### config.mk
export PLATFORM = sky130hd
export DESIGN_NAME = gb_stream_master
export DESIGN_NICKNAME = d
export VERILOG_FILES = /design/src/rtl/gb_stream_pkg.sv /design/src/rtl/gb_stream_watchdog.sv /design/src/rtl/gb_stream_master.sv
export SDC_FILE = /design/constraint.sdc
export NUM_CORES = 1
export LEC_CHECK = 0
export ABC_AREA = 1
export BUFFER_PORTS_ARGS = -buffer_cell sky130_fd_sc_hd__buf_2
export CORE_MARGIN = 1.5
export CORE_UTILIZATION = 45
export DETAILED_ROUTE_END_ITERATION = 8
export PLACE_DENSITY_LB_ADDON = 0.12
export SYNTH_ARGS = -nofsm -noshare
export SYNTH_HDL_FRONTEND = slang
export SYNTH_SLANG_ARGS = --single-unit
export TNS_END_PERCENT = 20
### constraint.sdc
create_clock -name gb_clk -period 4.1 [get_ports gb_clk]
set_clock_uncertainty 0.1 [all_clocks]
set_input_delay 0.205 -clock gb_clk [delete_from_list [all_inputs] [get_ports gb_clk]]
set_output_delay 0.205 -clock gb_clk [all_outputs]
set_load 0.05 [all_outputs]
### src/rtl/gb_stream_pkg.sv
// Shared definitions for the ghostbus byte-stream master.
// The optional write acknowledge is controlled by GB_STREAM_WACK_EN.
package gb_stream_pkg;

    localparam logic [7:0] GBS_CMD_WR = 8'h00;
    localparam logic [7:0] GBS_CMD_RD = 8'h80;
    localparam logic [7:0] GBS_ACK    = 8'hA5;

    localparam int unsigned GBS_AW_DEF = 24;
    localparam int unsigned GBS_DW_DEF = 32;

    // Bytes needed to carry a field of the given bit width
    function automatic int unsigned gbs_bytes(input int unsigned bits);
        return bits / 8;
    endfunction

    localparam int unsigned GBS_AW_BYTES = gbs_bytes(GBS_AW_DEF);
    localparam int unsigned GBS_DW_BYTES = gbs_bytes(GBS_DW_DEF);

    // Error counter increment that sticks at 255
    function automatic logic [7:0] gbs_sat_inc(input logic [7:0] v);
        return (v == 8'hFF) ? v : v + 8'd1;
    endfunction

    typedef enum logic [2:0] {
        GBS_IDLE,
        GBS_ADDR,
        GBS_DATA,
        GBS_WSTB,
        GBS_RSTB,
        GBS_RWAIT,
`ifdef GB_STREAM_WACK_EN
        GBS_TX,
        GBS_ACK
`else
        GBS_TX
`endif
    } gbs_state_t;

endpackage

### src/rtl/gb_stream_watchdog.sv
// Inter-byte timeout counter: counts enabled cycles since the last clear and
// pulses expire on the TIMEOUT-th such cycle.
module gb_stream_watchdog #(
    parameter int unsigned TIMEOUT = 65535
) (
    input  logic gb_clk,
    input  logic gb_rst_n,
    input  logic clr,
    input  logic en,
    output logic expire
);

    localparam int unsigned CW = (TIMEOUT < 2) ? 1 : $clog2(TIMEOUT);

    logic [CW-1:0] cnt;

    assign expire = en & ~clr & (cnt == CW'(TIMEOUT - 1));

    // Idle-cycle counter, restarted on clear or after firing
    always_ff @(posedge gb_clk or negedge gb_rst_n) begin
        if (!gb_rst_n) begin
            cnt <= '0;
        end else if (clr || expire) begin
            cnt <= '0;
        end else if (en) begin
            cnt <= cnt + 1'b1;
        end
    end

endmodule

### src/rtl/gb_stream_master.sv
// Byte-stream host bridge mastering the ghostbus. Parses write/read command
// packets and returns read data (and, with GB_STREAM_WACK_EN defined, a 0xA5
// write acknowledge) on the outbound byte stream.
module gb_stream_master
    import gb_stream_pkg::*;
#(
    parameter int unsigned AW      = GBS_AW_DEF,
    parameter int unsigned DW      = GBS_DW_DEF,
    parameter int unsigned RD_LAT  = 2,
    parameter int unsigned TIMEOUT = 65535
) (
    input  logic          gb_clk,
    input  logic          gb_rst_n,
    input  logic [7:0]    rx_data,
    input  logic          rx_valid,
    output logic          rx_ready,
    output logic [7:0]    tx_data,
    output logic          tx_valid,
    input  logic          tx_ready,
    output logic [AW-1:0] gb_addr,
    output logic [DW-1:0] gb_wdata,
    output logic          gb_wen,
    output logic          gb_rstb,
    input  logic [DW-1:0] gb_rdata,
    output logic [7:0]    err_cnt
);

    localparam int unsigned AB = gbs_bytes(AW);
    localparam int unsigned DB = gbs_bytes(DW);

    gbs_state_t    state;
    logic          op_rd;
    logic [7:0]    bcnt;
    logic [3:0]    lat_cnt;
    logic [AW-1:0] addr_sh;
    logic [DW-1:0] tx_sh;
    logic [AW-1:0] addr_next;
    logic [DW-1:0] wdata_next;
    logic          rx_fire;
    logic          tx_fire;
    logic          wd_en;
    logic          wd_clr;
    logic          wd_expire;

    assign rx_fire    = rx_valid & rx_ready;
    assign tx_fire    = tx_valid & tx_ready;
    assign wd_en      = (state == GBS_ADDR) || (state == GBS_DATA);
    assign wd_clr     = rx_fire | ~wd_en;
    assign addr_next  = (addr_sh << 8) | AW'(rx_data);
    assign wdata_next = (gb_wdata << 8) | DW'(rx_data);

    gb_stream_watchdog #(
        .TIMEOUT (TIMEOUT)
    ) u_watchdog (
        .gb_clk   (gb_clk),
        .gb_rst_n (gb_rst_n),
        .clr      (wd_clr),
        .en       (wd_en),
        .expire   (wd_expire)
    );

    // Packet parser and bus sequencer; rx_ready is registered alongside the
    // state so it is high exactly in IDLE/ADDR/DATA.
    always_ff @(posedge gb_clk or negedge gb_rst_n) begin
        if (!gb_rst_n) begin
            state    <= GBS_IDLE;
            op_rd    <= 1'b0;
            bcnt     <= '0;
            lat_cnt  <= '0;
            addr_sh  <= '0;
            tx_sh    <= '0;
            rx_ready <= 1'b0;
            tx_data  <= '0;
            tx_valid <= 1'b0;
            gb_addr  <= '0;
            gb_wdata <= '0;
            gb_wen   <= 1'b0;
            gb_rstb  <= 1'b0;
            err_cnt  <= '0;
        end else begin
            gb_wen  <= 1'b0;
            gb_rstb <= 1'b0;
            case (state)
                GBS_IDLE: begin
                    rx_ready <= 1'b1;
                    if (rx_fire) begin
                        if (rx_data == GBS_CMD_WR || rx_data == GBS_CMD_RD) begin
                            op_rd <= rx_data[7];
                            bcnt  <= '0;
                            state <= GBS_ADDR;
                        end else begin
                            err_cnt <= gbs_sat_inc(err_cnt);
                        end
                    end
                end
                GBS_ADDR: begin
                    if (wd_expire) begin
                        state   <= GBS_IDLE;
                        err_cnt <= gbs_sat_inc(err_cnt);
                    end else if (rx_fire) begin
                        addr_sh <= addr_next;
                        if (bcnt == 8'(AB - 1)) begin
                            bcnt    <= '0;
                            gb_addr <= addr_next;
                            if (op_rd) begin
                                gb_rstb  <= 1'b1;
                                rx_ready <= 1'b0;
                                state    <= GBS_RSTB;
                            end else begin
                                state <= GBS_DATA;
                            end
                        end else begin
                            bcnt <= bcnt + 8'd1;
                        end
                    end
                end
                GBS_DATA: begin
                    if (wd_expire) begin
                        state   <= GBS_IDLE;
                        err_cnt <= gbs_sat_inc(err_cnt);
                    end else if (rx_fire) begin
                        gb_wdata <= wdata_next;
                        if (bcnt == 8'(DB - 1)) begin
                            bcnt     <= '0;
                            gb_wen   <= 1'b1;
                            rx_ready <= 1'b0;
                            state    <= GBS_WSTB;
                        end else begin
                            bcnt <= bcnt + 8'd1;
                        end
                    end
                end
                GBS_WSTB: begin
`ifdef GB_STREAM_WACK_EN
                    tx_data  <= GBS_ACK;
                    tx_valid <= 1'b1;
                    state    <= GBS_ACK;
`else
                    rx_ready <= 1'b1;
                    state    <= GBS_IDLE;
`endif
                end
                GBS_RSTB: begin
                    lat_cnt <= 4'(RD_LAT);
                    state   <= GBS_RWAIT;
                end
                GBS_RWAIT: begin
                    // Capture on the cycle the counter steps from 1 to 0
                    lat_cnt <= lat_cnt - 4'd1;
                    if (lat_cnt == 4'd1) begin
                        tx_data  <= gb_rdata[DW-1 -: 8];
                        tx_sh    <= gb_rdata << 8;
                        tx_valid <= 1'b1;
                        bcnt     <= '0;
                        state    <= GBS_TX;
                    end
                end
                GBS_TX: begin
                    if (tx_fire) begin
                        if (bcnt == 8'(DB - 1)) begin
                            tx_valid <= 1'b0;
                            rx_ready <= 1'b1;
                            state    <= GBS_IDLE;
                        end else begin
                            tx_data <= tx_sh[DW-1 -: 8];
                            tx_sh   <= tx_sh << 8;
                            bcnt    <= bcnt + 8'd1;
                        end
                    end
                end
`ifdef GB_STREAM_WACK_EN
                GBS_ACK: begin
                    if (tx_fire) begin
                        tx_valid <= 1'b0;
                        rx_ready <= 1'b1;
                        state    <= GBS_IDLE;
                    end
                end
`endif
                default: begin
                    rx_ready <= 1'b0;
                    tx_valid <= 1'b0;
                    state    <= GBS_IDLE;
                end
            endcase
        end
    end

endmodule

==> results of run 1 <==
==> final timing paths <==
check,slack (ps),cells after the start,from,endpoint
min reg2reg,380,2,addr_sh[5]$_DFFE_PN0P_,addr_sh[13]$_DFFE_PN0P_
max reg2reg,1250,6,state[0]$_DFFE_PN0P_,gb_wdata[27]$_DFFE_PN0P_
min,-20,3,gb_rdata[9],tx_sh[17]$_DFFE_PN0P_
max,1250,6,state[0]$_DFFE_PN0P_,gb_wdata[27]$_DFFE_PN0P_
max in group asynchronous,2630,3,gb_rst_n,u_watchdog.cnt[2]$_DFFE_PN0P_
min in group asynchronous,350,2,gb_rst_n,gb_wdata[26]$_DFFE_PN0P_
==> critical path, stage by stage, from the launching register on <==
cell and delay (ps):
dfrtp_1 410, inv_1 120, ha_1 220, inv_1 50
nor2_1 590, nand2_2 690, mux2_1 530
==> cells by family after synthesis <==
logic type,Yosys count
AO/OA/AOI/OAI,105
buffers and inverters,95
multiplexers,48
XOR/XNOR,14
flip-flops,148
AND/OR/NAND/NOR,346
adder cells (fa/ha/maj),12
==> final cells by class <==
class / instances / area, µm²
clock buffers: 21 / 470
clock inverters: 9 / 128
fillers: 1356 / 6470
inverters: 69 / 259
multi-input cells: 525 / 2790
flip-flops and latches: 148 / 3700
well taps: 188 / 235
repair buffers: 163 / 1030
==> synthesized netlist by cell type, drive strengths merged <==
library cell,instances,share of area [%]
or2,2,0.18
a21o,1,0.11
o22ai,1,0.091
ha,12,2.2
a22oi,1,0.11
o21ai,89,6.6
buf,18,1.7
dfrtp,148,54
xnor2,4,0.51
a31o,1,0.13
a21oi,6,0.49
o31ai,2,0.22
mux2,24,3.9
nor3b,4,0.44
and2,1,0.091
a211oi,1,0.11
clkbuf,8,0.44
nand3b,2,0.22
nand3,50,3.6
mux2i,24,3.5
nand2,220,12
nand4,4,0.36
xor2,10,1.3
o211ai,2,0.22
inv,69,3.8
nor2,58,3.4
a31oi,1,0.091
nor3,5,0.36
==> sequential cells by signal, summed over array words and instances (netlist names) <==
name	count
addr_sh	16
tx_valid	1
gb_rstb	1
u_watchdog.cnt	16
state	3
gb_wen	1
bcnt	8
err_cnt	8
lat_cnt	4
tx_sh	24
gb_addr	24
gb_wdata	32
op_rd	1
tx_data	8
rx_ready	1
==> per-layer routing <==
metal | share of wire, % | GRT usage (%)
met1 | 46 | 26.5
met2 | 48 | 32.4
met3 | 4.5 | 4.01
met4 | 1.4 | 7.42
met5 | 0 | 0
==> stage by stage <==
step	power (µW)	util, %
2_1_floorplan	4100	-
5_1_grt	6700	57.1
4_1_cts	6340	57.1
6_report	6280	57.1
3_5_place_dp	4710	50.6
3_3_place_gp	4640	50.6
==> placed cells by master, fill, tap and decap left out, types with 24 or more instances in the layout <==
master,n
o21ai_1,36
nand3_1,50
dfrtp_1,148
mux2i_1,24
o21ai_0,52
dlygate4sd3_1,39
nor2_1,53
buf_2,118
nand2_1,214
inv_1,63
==> report_power, final <==
| group | leakage [µW] | switching [µW] | internal [µW] |
|---|---|---|---|
| clock | 0.000299 | 580 | 997 |
| sequential | 0.00199 | 301 | 1940 |
| combinational | 0.00242 | 1800 | 665 |
==> results by group, run 1 <==
Logic synthesis
  – Post-Synth XOR/XNOR Area: 1.78%
  – Syn Nets: slightly above 800
  – Compound-cell area share of the yosys netlist: between 8 and 9%
  – Post-Syn Area per Cell: 8.98 µm²
  – Multiplexer share of the synthesized area: 7.40%
  – Main combinational cell family by area after synthesis: simple AND/OR/NAND/NOR gates
  – Simple-gate portion of the synthesized area: between 20% and 30%
  – Register area share after synthesis: between 50% and 60%
  – Syn Inst Count: 768
  – Synth Register Bits: 148
  – Netlist Area Pre-Place: 6900 µm²
  – Post-Synth Adder-Cell Area: 2.18%
  – Ys Warns: 0
  – Post-synthesis cell type count: 40

STA
  – Rel. slew slack: 43.7%
  – Final WS setup: around 1200 ps
  – Sum Neg Setup Slack: 0 ps
  – Hold Vio Cnt, Final: 1
  – Fin crit period: 2850 ps
  – Max-slew violation count: 0
  – Least-Margin Pin Slew: around 840 ps
  – WHS: -17.5 ps
  – Unrepaired setup endpoints after global routing: false
  – Final setup fails: 0
  – Fmax: about 350 MHz
  – Fin crit share: 69.6%

Setup path
  – Worst path required time: between 4000 and 5000 ps
  – CP arrival: 3050 ps
  – Startpoint type of the worst setup path: flip-flop
  – CP endpoint kind: flip-flop
  – Crit path kind: flip-flop to flip-flop
  – Max Fanout on Critical Path: 43

Global routing
  – Initial antenna violation count: 0
  – Largest net degree at the start of global routing: 97
  – First-pass GRT wire length: ~26000 µm
  – Vias in the first global route: 5387
  – Grt ovf: 0
  – Total track usage: 19.9%

Placement
  – Pre-CTS WS: 1270 ps
  – GPL Wtd Cong: 0.863
  – Detail Placement HPWL: between 10000 and 15000 µm
  – Placement Cell Area: 7630 µm²
  – Inst Count DP: 1054
  – Port Buffers: 119

Layout
  – Ant diodes: 0
  – Layout Nets: 980
  – Area growth, synth to finish: 24.9%
  – Share of cells above drive strength 1: approximately a fifth
  – Layout Cells excl Fill: 1123
  – Post-layout instance area: 8620 µm²

Clock tree
  – Post-CTS Setup Repair Bufs: 0
  – H-tree Lvls: 4
  – TritonCTS clock tree: yes
  – Clock tree buffer depth: 2
  – CTS clk-pin slew, worst paths: around 60 ps
  – CTS Buf Count: 17
  – Clock sinks: 148
  – Cts repair resizes: 0
  – Hold_buf cts: 39
  – Clk_lat worst skew: around 420 ps
  – Clock root buffer master: clkbuf_16

Drt
  – Wire per inst: 13.3 µm
  – Router iterations before antenna repair: 4
  – Final WL: 14900 µm
  – Drt drc: 0
  – Antenna violation net count after detailed routing: 0
  – Initial DRC Count: 242
  – Drt via density: 4.95
  – Via count: 5555

Flow run
  – Max-Cap Viols: 0

Die
  – Die area: about 16000 µm²
  – Chip Width: roughly 130 µm
  – Num ports: 120
  – Core area: 15100 µm²
  – Die Y: approximately 130 µm
  – Initial Util: 45.7%
  – Site Rows: 45

Power and ir drop
  – Max rail drop VDD: 0.000341 V
  – LEAKAGE: 0.00471 µW
  – Cell Pwr Density: 729 nW/µm²

Worst hold path
  – Hold Path Class: input pin to flip-flop

Status
  – Status: finished with violations
  – Failing checks: negative hold slack
No activity file was read; power rests on OpenSTA's default activity.
==> run 2: changes to the inputs <==
--- a/config.mk
+++ b/config.mk
@@ -5,7 +5,7 @@
 export SDC_FILE = /design/constraint.sdc
 export NUM_CORES = 1
 export LEC_CHECK = 0
-export ABC_AREA = 1
+export ABC_AREA = 0
 export BUFFER_PORTS_ARGS = -buffer_cell sky130_fd_sc_hd__buf_2
 export CORE_MARGIN = 1.5
 export CORE_UTILIZATION = 45
==> constraint.sdc (replaced) <==
create_clock -name gb_clk -period 2.4 [get_ports gb_clk]
set_clock_uncertainty 0.1 [all_clocks]
set_input_delay 0.12 -clock gb_clk [delete_from_list [all_inputs] [get_ports gb_clk]]
set_output_delay 0.12 -clock gb_clk [all_outputs]
set_load 0.05 [all_outputs]
==> results by group, run 2 <==
STA
  – WHS: a little over 100 ps
  – Fin crit period: 2310 ps
  – Fmax: 432 MHz
  – Final WS setup: slightly below 90 ps
  – Hold Vio Cnt, Final: 0
  – Final setup fails: 0
  – Fin crit share: 96.3%
  – Rel. slew slack: 62.1%
  – Least-Margin Pin Slew: about 570 ps
  – Unrepaired setup endpoints after global routing: false
  – Max-slew violation count: 0

Layout
  – Layout Cells excl Fill: 936
  – Commonest non-fill, non-tap cell in the layout: dfrtp_1
  – Area growth, synth to finish: 30.0%
  – Share of cells above drive strength 1: 37.0%
  – Max FFs per register: 32
  – Layout Nets: 796
  – Most frequent cells in the layout: dfrtp_1 (147), buf_2 (118), mux2_2 (77)
  – Top flop regs: gb_wdata: 32 flops, gb_addr: 24 flops, tx_sh: 24 flops
  – Final core utilization: 59.3%
  – Largest register by flop count: gb_wdata
  – Ant diodes: 0

Logic synthesis
  – Register area share after synthesis: a little under three fifths
  – Post-Syn Area per Cell: 11.9 µm²
  – Synth Register Bits: ~150
  – Post-synthesis cell type count: 47
  – Cell taking the most area after synthesis: dfrtp_1
  – Syn Nets: 610
  – List of most frequent post-synthesis cells: dfrtp_1 (148), mux2_2 (77), nand2_1 (60)
  – Top cells by area, synth: dfrtp_1 (56%), mux2_2 (13%), mux2i_1 (4.1%)
  – Synth async-reset ratio: between 90% and 100%
  – Ys flop type: dfrtp_1
  – Netlist Area Pre-Place: 6580 µm²
  – Syn Inst Count: 554
  – Synth top area share: 56.3%
  – Most numerous cell in the Yosys netlist: dfrtp_1
  – Ys Warns: 0
  – Post-synth EDFFs: 0

Status
  – Status: completed

Power and ir drop
  – Design Power: 10400 µW
  – Max rail drop VDD: 0.000558 V
  – Cell Pwr Density: about 1200 nW/µm²
  – LEAKAGE: 0.00443 µW

Drt
  – Via count: just under 5000
  – Wire per inst: 14.9 µm
  – Drt via density: 5.13
  – Initial DRC Count: 248
  – Antenna violation net count after detailed routing: 0
  – Final WL: 13900 µm
  – Router iterations before antenna repair: 5
  – Drt drc: 0

Setup path
  – Crit path kind: flip-flop to flip-flop
  – CP arrival: about 2500 ps
  – Buf/Inv on CP: 2
  – CP peak stage delay: about 570 ps
  – Worst path required time: 2600 ps
  – Worst Setup SP: state[0]$_DFFE_PN0P_
  – Max Fanout on Critical Path: 5
  – Startpoint type of the worst setup path: flip-flop
  – Origin of the critical flop-to-flop path: state[0]$_DFFE_PN0P_
  – CP top delay family: simple AND/OR/NAND/NOR gates
  – Slowest cell on crit path: or4_4
  – CP endpoint kind: flip-flop
  – CP Cell Sequence: inv_2 -> ha_1 -> nor2b_1 -> nor2_1 -> or4_4 -> buf_4 -> a211o_1 -> a22o_1

Placement
  – Detail Placement HPWL: about 9400 µm
  – Pre-CTS WS: -27.8 ps
  – GPL Wtd Cong: ~0.87
  – Inst Count DP: between 800 and 900
  – Port Buffers: 119

Global routing
  – First-pass GRT wire length: 22600 µm
  – Total track usage: 19.0%
  – Grt ovf: 0
  – Initial antenna violation count: 0
  – Vias in the first global route: 4611
  – Largest net degree at the start of global routing: 65

Clock tree
  – Clk_lat worst skew: approximately 420 ps
  – Clock sinks: 148
  – H-tree Lvls: 4
  – Clock tree buffer depth: 2
  – Post-CTS Setup Repair Bufs: 0
  – Clock root buffer master: clkbuf_16
  – CTS clk-pin slew, worst paths: ~60 ps
  – TritonCTS clock tree: yes
  – CTS Buf Count: 17

Flow run
  – Max-Cap Viols: 0

Die
  – Die area: 15400 µm²
  – Initial Util: 45.6%
  – Num ports: 120
  – Site Rows: between 40 and 50
  – Core area: 14400 µm²
  – Chip Width: 124 µm
  – Die Y: 124 µm

Worst hold path
  – Hold Path Class: input pin to async pin
## run 2: cell count changes in the layout (fill, tap and decap cells not counted), sizes merged, moves of 6 or more
cell	before	now
mux2	24	77
nor3	5	11
nor2	58	31
o21ai	89	41
nand3	50	14
inv	70	14
buf	124	150
nand2	220	60
a22o	0	7
nor4	0	6
## run 2: kinds of logic (layout without fill, tap and decap cells)
family | after synthesis | in the layout | share of synthesized area, %
XOR/XNOR | 20 | 20 | 2.66
AND/OR/NAND/NOR | 151 | 151 | 11.0
AO/OA/AOI/OAI | 81 | 81 | 7.93
multiplexers | 104 | 104 | 17.3
buffers and inverters | 38 | 236 | 2.53
adder cells (fa/ha/maj) | 12 | 12 | 2.28
flip-flops | 148 | 148 | 56.3
## run 2: metrics by stage
step / area (µm²) / TNS [ps]
floorplan: 6600 / 0
global placement: 7590 / 0
detailed placement: 7590 / -86.4
CTS: 8520 / 0
global route: 8550 / 0
finish: 8550 / 0
## run 2: worst paths after layout
check / endpoint / slack [ps] / cells after the start
hold reg to reg: tx_data[6]$_DFFE_PN0P_ / 370 / 2
setup reg to reg: bcnt[5]$_DFFE_PN0P_ / 90 / 8
hold / removal: gb_addr[13]$_DFFE_PN0P_ / 100 / 2
min in group gb_clk: rx_ready$_DFFE_PN0P_ / 130 / 5
max in group asynchronous: tx_data[3]$_DFFE_PN0P_ / 1320 / 3
setup / recovery: bcnt[5]$_DFFE_PN0P_ / 90 / 8
## run 2: power breakdown
part           internal, µW  switching, µW  total (µW)  leakage (µW)
registers              3250            502        3760       0.00196
logic                  1600           2730        4340       0.00222
clock network          1360            997        2350      0.000250
total                  6210           4230       10400       0.00443
## run 2: timing repair
| item | 4_1_cts | 5_1_grt |
|---|---|---|
| pin swaps | 0 | 1 |
| endpoints found under the setup margin | 5 | 8 |
| hold buffers | 41 | 0 |
| gates resized for setup | 1 | 6 |
| endpoints found under the hold margin | 151 | 0 |
## run 2: final cells by class
| cell class | count | area [µm²] |
|---|---|---|
| clock buffer | 21 | 460 |
| clock inverter | 10 | 60.1 |
| multi-input combinational | 368 | 2770 |
| tap | 184 | 230 |
| sequential | 148 | 3700 |
| timing repair buffer | 191 | 1270 |
| fill | 1202 | 5870 |
| inverter | 14 | 52.6 |
## run 2: worst reg2reg max path, cell delays in order, from the launching register on
cell and delay, ps:
dfrtp_1 410, inv_2 90, ha_1 160, nor2b_1 180, nor2_1 70, or4_4 570, buf_4 180, a211o_1 230
a22o_1 230
## run 2: metal layers
layer,vias up,global-route usage [%],wire length (µm)
li1,2325,-,-
met1,2344,25.8,6600
met2,121,29.6,6430
met3,14,4.95,710
met4,0,6.82,186
met5,-,0,0
==> run 3: changes to the inputs <==
--- a/config.mk
+++ b/config.mk
@@ -7,10 +7,13 @@
 export LEC_CHECK = 0
 export ABC_AREA = 0
 export BUFFER_PORTS_ARGS = -buffer_cell sky130_fd_sc_hd__buf_2
+export CAP_MARGIN = 20
 export CORE_MARGIN = 1.5
 export CORE_UTILIZATION = 45
 export DETAILED_ROUTE_END_ITERATION = 8
 export PLACE_DENSITY_LB_ADDON = 0.12
+export REMOVE_ABC_BUFFERS = 1
+export SLEW_MARGIN = 20
 export SYNTH_ARGS = -nofsm -noshare
 export SYNTH_HDL_FRONTEND = slang
 export SYNTH_SLANG_ARGS = --single-unit
==> results by group, run 3 (synthesis results as in run 2) <==
Status
  – Status: completed

Power and ir drop
  – Switch share: just over 40%
  – Internal: between 6000 and 7000 µW
  – Cell Pwr Density: 1250 nW/µm²
  – Sequential power share: 34.9%
  – Logic pwr share: 40.4%
  – P_sw: around 4400 µW
  – Max rail drop VDD: 0.000658 V
  – Power share of the clock group: 24.7%
  – LEAKAGE: between 0.004 and 0.005 µW

STA
  – Fin crit share: 98.3%
  – Final setup fails: 0
  – Max-slew violation count: 0
  – Fin crit period: between 2000 and 2500 ps
  – Hold Vio Cnt, Final: 0
  – Unrepaired setup endpoints after global routing: true
  – Least-Margin Pin Slew: 728 ps
  – Fmax: 424 MHz
  – Rel. slew slack: around 51%

Placement
  – Port Buffers: 119
  – GPL Wtd Cong: around 0.81
  – Placement Cell Area: 7590 µm²
  – Detail Placement HPWL: a little under 10000 µm

Layout
  – Area growth, synth to finish: 31.6%
  – Post-layout instance area: 8660 µm²
  – Top flop regs: gb_wdata: 32 flops, gb_addr: 24 flops, tx_sh: 24 flops
  – Layout fillers: 1211
  – Largest register by flop count: gb_wdata
  – Final core utilization: 60.0%
  – Commonest non-fill, non-tap cell in the layout: dfrtp_1
  – Share of cells above drive strength 1: 37.5%
  – Layout Nets: 798
  – Max FFs per register: 32
  – Ant diodes: 0
  – Most frequent cells in the layout: dfrtp_1 (148), buf_2 (118), mux2_2 (77)

Clock tree
  – Clock root buffer master: clkbuf_16
  – TritonCTS clock tree: yes
  – Clk_lat worst skew: 420 ps
  – H-tree Lvls: 4
  – CTS Buf Count: 17
  – CTS clk-pin slew, worst paths: 60 ps
  – Clock tree buffer depth: 2
  – Clock sinks: between 100 and 150

Setup path
  – Setup slack on the worst flop-to-flop path: 40 ps
  – CP arrival: 2570 ps
  – Crit path kind: flip-flop to flip-flop
  – CP endpoint kind: flip-flop
  – CP Cell Sequence: inv_2 -> ha_1 -> nor2_2 -> nor3_1 -> or4_1 -> buf_6 -> or2_2 -> mux2_2
  – Slowest cell on crit path: or4_1
  – CP peak stage delay: 550 ps
  – Max Fanout on Critical Path: 9
  – Startpoint type of the worst setup path: flip-flop
  – Worst path required time: 2610 ps

Drt
  – Via count: slightly below 5000
  – Antenna violation net count after detailed routing: 0
  – Initial DRC Count: 208
  – Router iterations before antenna repair: 4
  – Drt via density: roughly 5.1
  – Final WL: 14300 µm
  – Drt drc: 0
  – Wire per inst: roughly 15 µm

Global routing
  – Total track usage: 19.8%
  – Grt ovf: 0
  – Largest net degree at the start of global routing: 65
  – First-pass GRT wire length: approximately 23000 µm
  – Vias in the first global route: 4861
  – Initial antenna violation count: 0

Die
  – Num ports: 120
  – Die area: 15400 µm²
  – Chip Width: 124 µm
  – Core area: around 14000 µm²
  – Die Y: 124 µm
  – Site Rows: 44
  – Initial Util: 45.6%

Flow run
  – Max-Cap Viols: 0

Worst hold path
  – Hold Path Class: input pin to flip-flop
-- run 3: changes by cell type in the layout (fill, tap and decap cells not counted), sizes merged --
| cell | delta |
|---|---|
| buf | +2 |
| bufinv | +2 |
| clkbuf | -3 |
| clkinv | -4 |
| clkinvlp | -1 |
| inv | +7 |
-- run 3: final timing paths --
kind	start	to	cells after the start
max in group asynchronous	gb_rst_n	gb_wdata[1]$_DFFE_PN0P_	3
setup / recovery	state[0]$_DFFE_PN0P_	bcnt[0]$_DFFE_PN0P_	8
min in group asynchronous	gb_rst_n	gb_addr[22]$_DFFE_PN0P_	2
setup reg to reg	state[0]$_DFFE_PN0P_	bcnt[0]$_DFFE_PN0P_	8
hold reg to reg	tx_data[1]$_DFFE_PN0P_	tx_data[1]$_DFFE_PN0P_	2
hold / removal	tx_ready	rx_ready$_DFFE_PN0P_	5
-- run 3: through the flow --
step                std cells  worst slack [ps]  power (µW)  hold slack, ps  setup TNS [ps]
finish                    939              41.5       10800             107               0
global route              939             -43.9       11500             152           -58.1
CTS                       938              25.1       10800             100               0
detailed placement        865             0.745        8060            27.4               0
global placement          865              50.5        7920            13.5               0
floorplan                 530             -2060        6730            -276          -74370
-- run 3: worst max-delay path, delay by kind of cell, from the launching register on --
kind | cells | cell delay [ps]
simple gates | 4 | 1020
flops | 1 | 400
fa+ha+maj | 1 | 230
buf+inv | 2 | 240
mux | 1 | 260
-- run 3: timing repair --
action	in CTS	in global routing
gates resized for setup	1	12
setup endpoints to repair	2	11
hold buffers	41	0
hold endpoints to repair	117	0
buffers inserted	0	1
pin swaps	0	0
-- run 3: area by class of cell --
type                       count  area [µm²]  area share, %
clock buffer                  18         429           4.96
timing repair buffer         193        1300           15.0
inverter                      14        52.6          0.607
tap                          184         230           2.66
clock inverter                14         166           1.92
multi-input combinational    368        2770           32.0
sequential                   148        3700           42.8
-- run 3: power by group through the flow --
stage,Clock (µW),Sequential [µW],Combinational [µW]
2_1_floorplan,0,4890,1840
3_3_place_gp,0,3770,4160
3_5_place_dp,0,3810,4250
4_1_cts,2740,3780,4300
5_1_grt,2860,3890,4740
6_report,2670,3780,4380
-- run 3: routing by layer --
metal  wire (µm)  global-route usage (%)  vias to the layer above
li1            -                       -                     2335
met1        6500                    24.4                     2348
met2        6760                    32.8                      130
met3         796                    5.95                       20
met4         270                    7.88                        0
met5           0                       0                        -
